$ cat src/rtl/alarm_uart_pkg.sv
// Constants and the receiver state encoding shared by the alarm system's UART receiver and transmitter.
package alarm_uart_pkg;

  localparam int DATA_BITS            = 8;
  localparam int DEFAULT_CLKS_PER_BIT = 16;
  localparam int SYNC_STAGES          = 2;

  typedef enum logic [2:0] {
    WAIT_IDLE = 3'd0,
    IDLE      = 3'd1,
    START     = 3'd2,
    DATA      = 3'd3,
    STOP      = 3'd4
  } rx_state_e;

endpackage

$ cat src/rtl/bit_sync.sv
// Two-flop synchronizer for a single asynchronous input. Both flops reset to RESET_VALUE.
module bit_sync #(
  parameter logic RESET_VALUE = 1'b0
) (
  input  logic clk,
  input  logic rst_n,
  input  logic d,
  output logic q
);

  logic meta;

  always_ff @(posedge clk or negedge rst_n) begin
    if (!rst_n) begin
      meta <= RESET_VALUE;
      q    <= RESET_VALUE;
    end else begin
      meta <= d;
      q    <= meta;
    end
  end

endmodule

$ cat src/rtl/uart_frame_receiver.sv
// 8N1 UART receiver: synchronizes RX, validates the start bit mid-bit, shifts data LSB-first,
// checks the stop bit and reports each frame with a one-cycle arrived or frameErr strobe.
module uart_frame_receiver
  import alarm_uart_pkg::*;
#(
  parameter int CLKS_PER_BIT = DEFAULT_CLKS_PER_BIT
) (
  input  logic                 Clock,
  input  logic                 Reset,
  input  logic                 RX,
  output logic                 arrived,
  output logic [DATA_BITS-1:0] dataO,
  output logic                 frameErr
);

  localparam int H  = CLKS_PER_BIT / 2;
  localparam int CW = $clog2(CLKS_PER_BIT);
  localparam int IW = $clog2(DATA_BITS);

  localparam logic [CW-1:0] HALF_LAST  = CW'(H - 1);
  localparam logic [CW-1:0] BIT_LAST   = CW'(CLKS_PER_BIT - 1);
  localparam logic [CW-1:0] FLUSH_LAST = CW'(SYNC_STAGES);
  localparam logic [IW-1:0] IDX_LAST   = IW'(DATA_BITS - 1);

  logic                 rxs;
  rx_state_e            state, state_next;
  logic [CW-1:0]        cnt, cnt_next;
  logic [IW-1:0]        idx, idx_next;
  logic [DATA_BITS-1:0] shift, shift_next;
  logic [DATA_BITS-1:0] data_next;
  logic                 arrived_next;
  logic                 err_next;

  bit_sync #(
    .RESET_VALUE(1'b1)
  ) rx_sync (
    .clk  (Clock),
    .rst_n(Reset),
    .d    (RX),
    .q    (rxs)
  );

  always_ff @(posedge Clock or negedge Reset) begin
    if (!Reset) begin
      state    <= WAIT_IDLE;
      cnt      <= '0;
      idx      <= '0;
      shift    <= '0;
      dataO    <= '0;
      arrived  <= 1'b0;
      frameErr <= 1'b0;
    end else begin
      state    <= state_next;
      cnt      <= cnt_next;
      idx      <= idx_next;
      shift    <= shift_next;
      dataO    <= data_next;
      arrived  <= arrived_next;
      frameErr <= err_next;
    end
  end

  // The synchronizer still shows its reset value for a couple of cycles after reset, so
  // WAIT_IDLE lets it flush before trusting a high rxs as a genuinely idle line.
  always_comb begin
    state_next   = state;
    cnt_next     = cnt;
    idx_next     = idx;
    shift_next   = shift;
    data_next    = dataO;
    arrived_next = 1'b0;
    err_next     = 1'b0;

    case (state)
      WAIT_IDLE: begin
        if (cnt != FLUSH_LAST) begin
          cnt_next = cnt + 1'b1;
        end else if (rxs) begin
          state_next = IDLE;
          cnt_next   = '0;
        end
      end

      // The counter is seeded with 1 because the edge that sees rxs low is already one
      // cycle past the raw low sample; this centres every later sample point in its bit.
      IDLE: begin
        if (!rxs) begin
          state_next = START;
          cnt_next   = CW'(1);
        end
      end

      START: begin
        if (cnt == HALF_LAST) begin
          cnt_next = '0;
          if (!rxs) begin
            state_next = DATA;
            idx_next   = '0;
          end else begin
            state_next = IDLE;
          end
        end else begin
          cnt_next = cnt + 1'b1;
        end
      end

      DATA: begin
        if (cnt == BIT_LAST) begin
          cnt_next        = '0;
          shift_next[idx] = rxs;
          if (idx == IDX_LAST) begin
            state_next = STOP;
          end else begin
            idx_next = idx + 1'b1;
          end
        end else begin
          cnt_next = cnt + 1'b1;
        end
      end

      STOP: begin
        if (cnt == BIT_LAST) begin
          cnt_next = '0;
          if (rxs) begin
            data_next    = shift;
            arrived_next = 1'b1;
            state_next   = IDLE;
          end else begin
            err_next   = 1'b1;
            state_next = WAIT_IDLE;
          end
        end else begin
          cnt_next = cnt + 1'b1;
        end
      end

      default: begin
        state_next = WAIT_IDLE;
        cnt_next   = '0;
      end
    endcase
  end

endmodule
$ cat config.mk
export PLATFORM = sky130hd
export DESIGN_NAME = uart_frame_receiver
export DESIGN_NICKNAME = d
export VERILOG_FILES = /design/src/rtl/alarm_uart_pkg.sv /design/src/rtl/bit_sync.sv /design/src/rtl/uart_frame_receiver.sv
export SDC_FILE = /design/constraint.sdc
export NUM_CORES = 1
export LEC_CHECK = 0
export CAP_MARGIN = 10
export CORE_UTILIZATION = 25
export CTS_BUF_LIST = sky130_fd_sc_hd__clkbuf_16
export CTS_CLUSTER_SIZE = 10
export DETAILED_ROUTE_END_ITERATION = 8
export HOLD_SLACK_MARGIN = 0.06
export PLACE_DENSITY_LB_ADDON = 0.2
export SYNTH_ARGS = -nofsm -noshare
export SYNTH_HDL_FRONTEND = slang
export SYNTH_HIERARCHICAL = 1
export SYNTH_SLANG_ARGS = --single-unit
$ cat constraint.sdc
create_clock -name Clock -period 3.2 [get_ports Clock]
set_input_delay 0.32 -clock Clock [delete_from_list [all_inputs] [get_ports Clock]]
set_output_delay 0.32 -clock Clock [all_outputs]
set_load 0.01 [all_outputs]
==> flow_metrics.env <==
export IMPL_port_buffers=12
export IMPL_nNetsFinal=153
export IMPL_tightest_slew_ps=686
export IMPL_finalCriticalPeriod_ps=1970
export IMPL_synth_seq_cells=30
export IMPL_cp_cell_sequence="xnor2_1 -> nand3_1 -> nor3_2 -> mux2_2"
export IMPL_wire_per_inst_um=14.0
export IMPL_slew_headroom=0.543
export IMPL_yosys_warnings=6
export IMPL_synth_main_ff_cell="dfrtp_1"
export IMPL_whs_path_depth=0
export IMPL_worstHoldStart="rx_sync/meta"
export IMPL_grt_usage=0.111
export IMPL_synth_seq_area_share=0.478
export IMPL_cts_sinks=30
export IMPL_crit_type="flop to flop"
export IMPL_cts_tree="yes"
export IMPL_post_cts_setup_buffer_count=0
export IMPL_grt_overflow_total=0
export IMPL_cts_resized_gates=0
export IMPL_root_buffer="clkbuf_16"
export IMPL_hold_path_class="flop to flop"
export IMPL_drive_gt1_frac=0.252
export IMPL_syn_num_nets=142
export IMPL_ys_types=40
export IMPL_setup_tns_ps=0
export IMPL_leakage_nw=0.804
export IMPL_drv_cap=0
export IMPL_r2r_start="state[0]"
export IMPL_hold_viol=0
export IMPL_wirelength_um=3110
export IMPL_status="completed"
export IMPL_startpoint_type="flop"
export IMPL_coreArea_mm2=0.00599
export IMPL_clock_path_buffers=2
export IMPL_area_growth_pct=18.0
export IMPL_skew_ps=8.02
export IMPL_synth_area_mm2=0.00158
export IMPL_cp_slowest_cell="dfrtp_1"
export IMPL_async_flop_share=1.00
export IMPL_numCtsBuffers=5
export IMPL_required_ps=3350
export IMPL_grt_pass1_vias=1100
export IMPL_dieWidth_um=81.4
export IMPL_grt_pass1_wl_um=5370
export IMPL_rows=28
export IMPL_crit_path_end_kind="flop"
export IMPL_drc=0
export IMPL_path_clk_slew_ps=50
export IMPL_die_y_um=81.4
export IMPL_path_max_fanout=20
export IMPL_dp_slack_ps=1250
export IMPL_vias=1058
export IMPL_cpLargestDelayFamily="flip-flops"
export IMPL_r2r_end="idx[0]"
export IMPL_viasPerCell=4.77
export IMPL_netlist_instances=135
export IMPL_peakVddDrop_mv=0.317
export IMPL_drtIter0Drc=84
export IMPL_slew_violations=0
export IMPL_die_area_mm2=0.00663
export IMPL_crit_arrival_ps=2110
export IMPL_period_share=0.614
export IMPL_place_gp_congestion=0.745
export IMPL_holdBufCountCts=0
export IMPL_setup_violations=0
export IMPL_rsz0062_at_grt="false"
export IMPL_io_pins=13
export IMPL_dr_pass1_iters=5
export IMPL_rrSetupSlack_ps=1230
export IMPL_power_density_mw_per_mm2=655
export IMPL_diodes=0
export IMPL_synth_edf_count=0
export IMPL_worst_path_buf_inv=0
export IMPL_grt_max_degree=31
export IMPL_antenna_found_initial=0
export IMPL_slowest_delay_ps=780
export IMPL_start_util=0.263
export IMPL_ff2ff_path_depth=4
export IMPL_maxClockFrequency_ghz=0.509
export IMPL_htreeDepth=2
export IMPL_timing_final_ws_setup_ps=1230
export IMPL_clk_insertion_delay_late_ps=270
export IMPL_hpwl_um=2130
export IMPL_avgSynthCellArea_um2=11.7
export IMPL_ant_nets=0
export IMPL_hold_end="rx_sync/q"
-- area by class of cell --
type	count	area, um^2
inverter	4	15.0
tap	75	93.8
timing repair buffer	13	128
multi-input combinational	92	729
clock buffer	5	125
sequential	30	753
clock inverter	3	16.3
fill	586	4130
-- registers in the layout (all words and copies together) (netlist names) --
name	count
frameErr	1
state	3
rx_sync/q	1
shift	8
cnt	4
rx_sync/meta	1
dataO	8
arrived	1
idx	3
-- kinds of logic after synthesis --
logic type,after synthesis,synth area share
AO/OA/AOI/OAI,22,0.0992
XOR/XNOR,1,0.00556
adder cells (fa/ha/maj),4,0.0317
buffers and inverters,13,0.0595
flip-flops,30,0.478
multiplexers,20,0.142
AND/OR/NAND/NOR,45,0.184
-- per-stage QoR --
| stage | area [um^2] | total power (W) | hold WS [ps] | util | std cells |
|---|---|---|---|---|---|
| after floorplan | 1580 | 0.000764 | 24.4 | - | 135 |
| after global placement | 1720 | 0.000774 | 347 | 0.287 | 214 |
| after detailed placement | 1720 | 0.000788 | 347 | 0.287 | 214 |
| after CTS | 1860 | 0.00124 | 355 | 0.311 | 222 |
| after global routing | 1860 | 0.00131 | 364 | 0.311 | 222 |
| final | 1860 | 0.00122 | 354 | 0.311 | 222 |
-- cells in the mapped netlist, drive strengths merged (2+ instances only) --
cell     n  area, um^2
a21oi    3        15.0
nor3     6        35.0
nand4    5        37.5
dfrtp   28         701
mux2    19         214
nor3b    2        25.0
buf      5        43.8
nand3    6        30.0
o211ai   2        15.0
ha       4        50.1
nor2     8        30.0
clkbuf   4        35.0
nand2    6        22.5
o21ai    9        45.0
dfstp    2        52.6
inv      4        15.0
nor4b    2        32.5
and3     4        30.0
-- worst max-delay path by stage --
stage | from | to | slack, ps | cells after the start
finish | state[0] | idx[0] | 1230 | 4
detailed placement | state[0] | idx[0] | 1250 | 4
CTS | state[0] | idx[0] | 1240 | 4
floorplan | cnt[1] | shift[4] | 1550 | 6
global placement | state[0] | idx[0] | 1290 | 4
global route | state[1] | shift[1] | 1060 | 4
-- per-layer routing --
metal | wire (um) | share of wire | track usage
met2 | 1460 | 0.47 | 0.168
met1 | 1470 | 0.47 | 0.139
met4 | 69 | 0.022 | 0.0554
met5 | 0 | 0 | 0
met3 | 110 | 0.035 | 0.0378
-- cell usage in the layout (no fill, tap or decap), types with 2 or more instances in the layout --
master / n
clkbuf_16: 5
clkdlybuf4s50_1: 12
o21ai_0: 9
o211ai_1: 2
dfstp_2: 2
ha_1: 4
nor2_1: 8
nor3b_2: 2
nand4_1: 4
inv_1: 4
dfrtp_1: 28
nor3_1: 5
mux2_2: 19
a21oi_1: 3
nand2_1: 6
nand3_1: 6
and3_1: 3
-- power breakdown --
part	total (W)	switching (W)	internal (W)
clock network	0.000437	0.000155	0.000282
logic	0.000248	0.000126	0.000122
registers	0.000533	0.000104	0.000428
(Power assumes the default switching activity.)
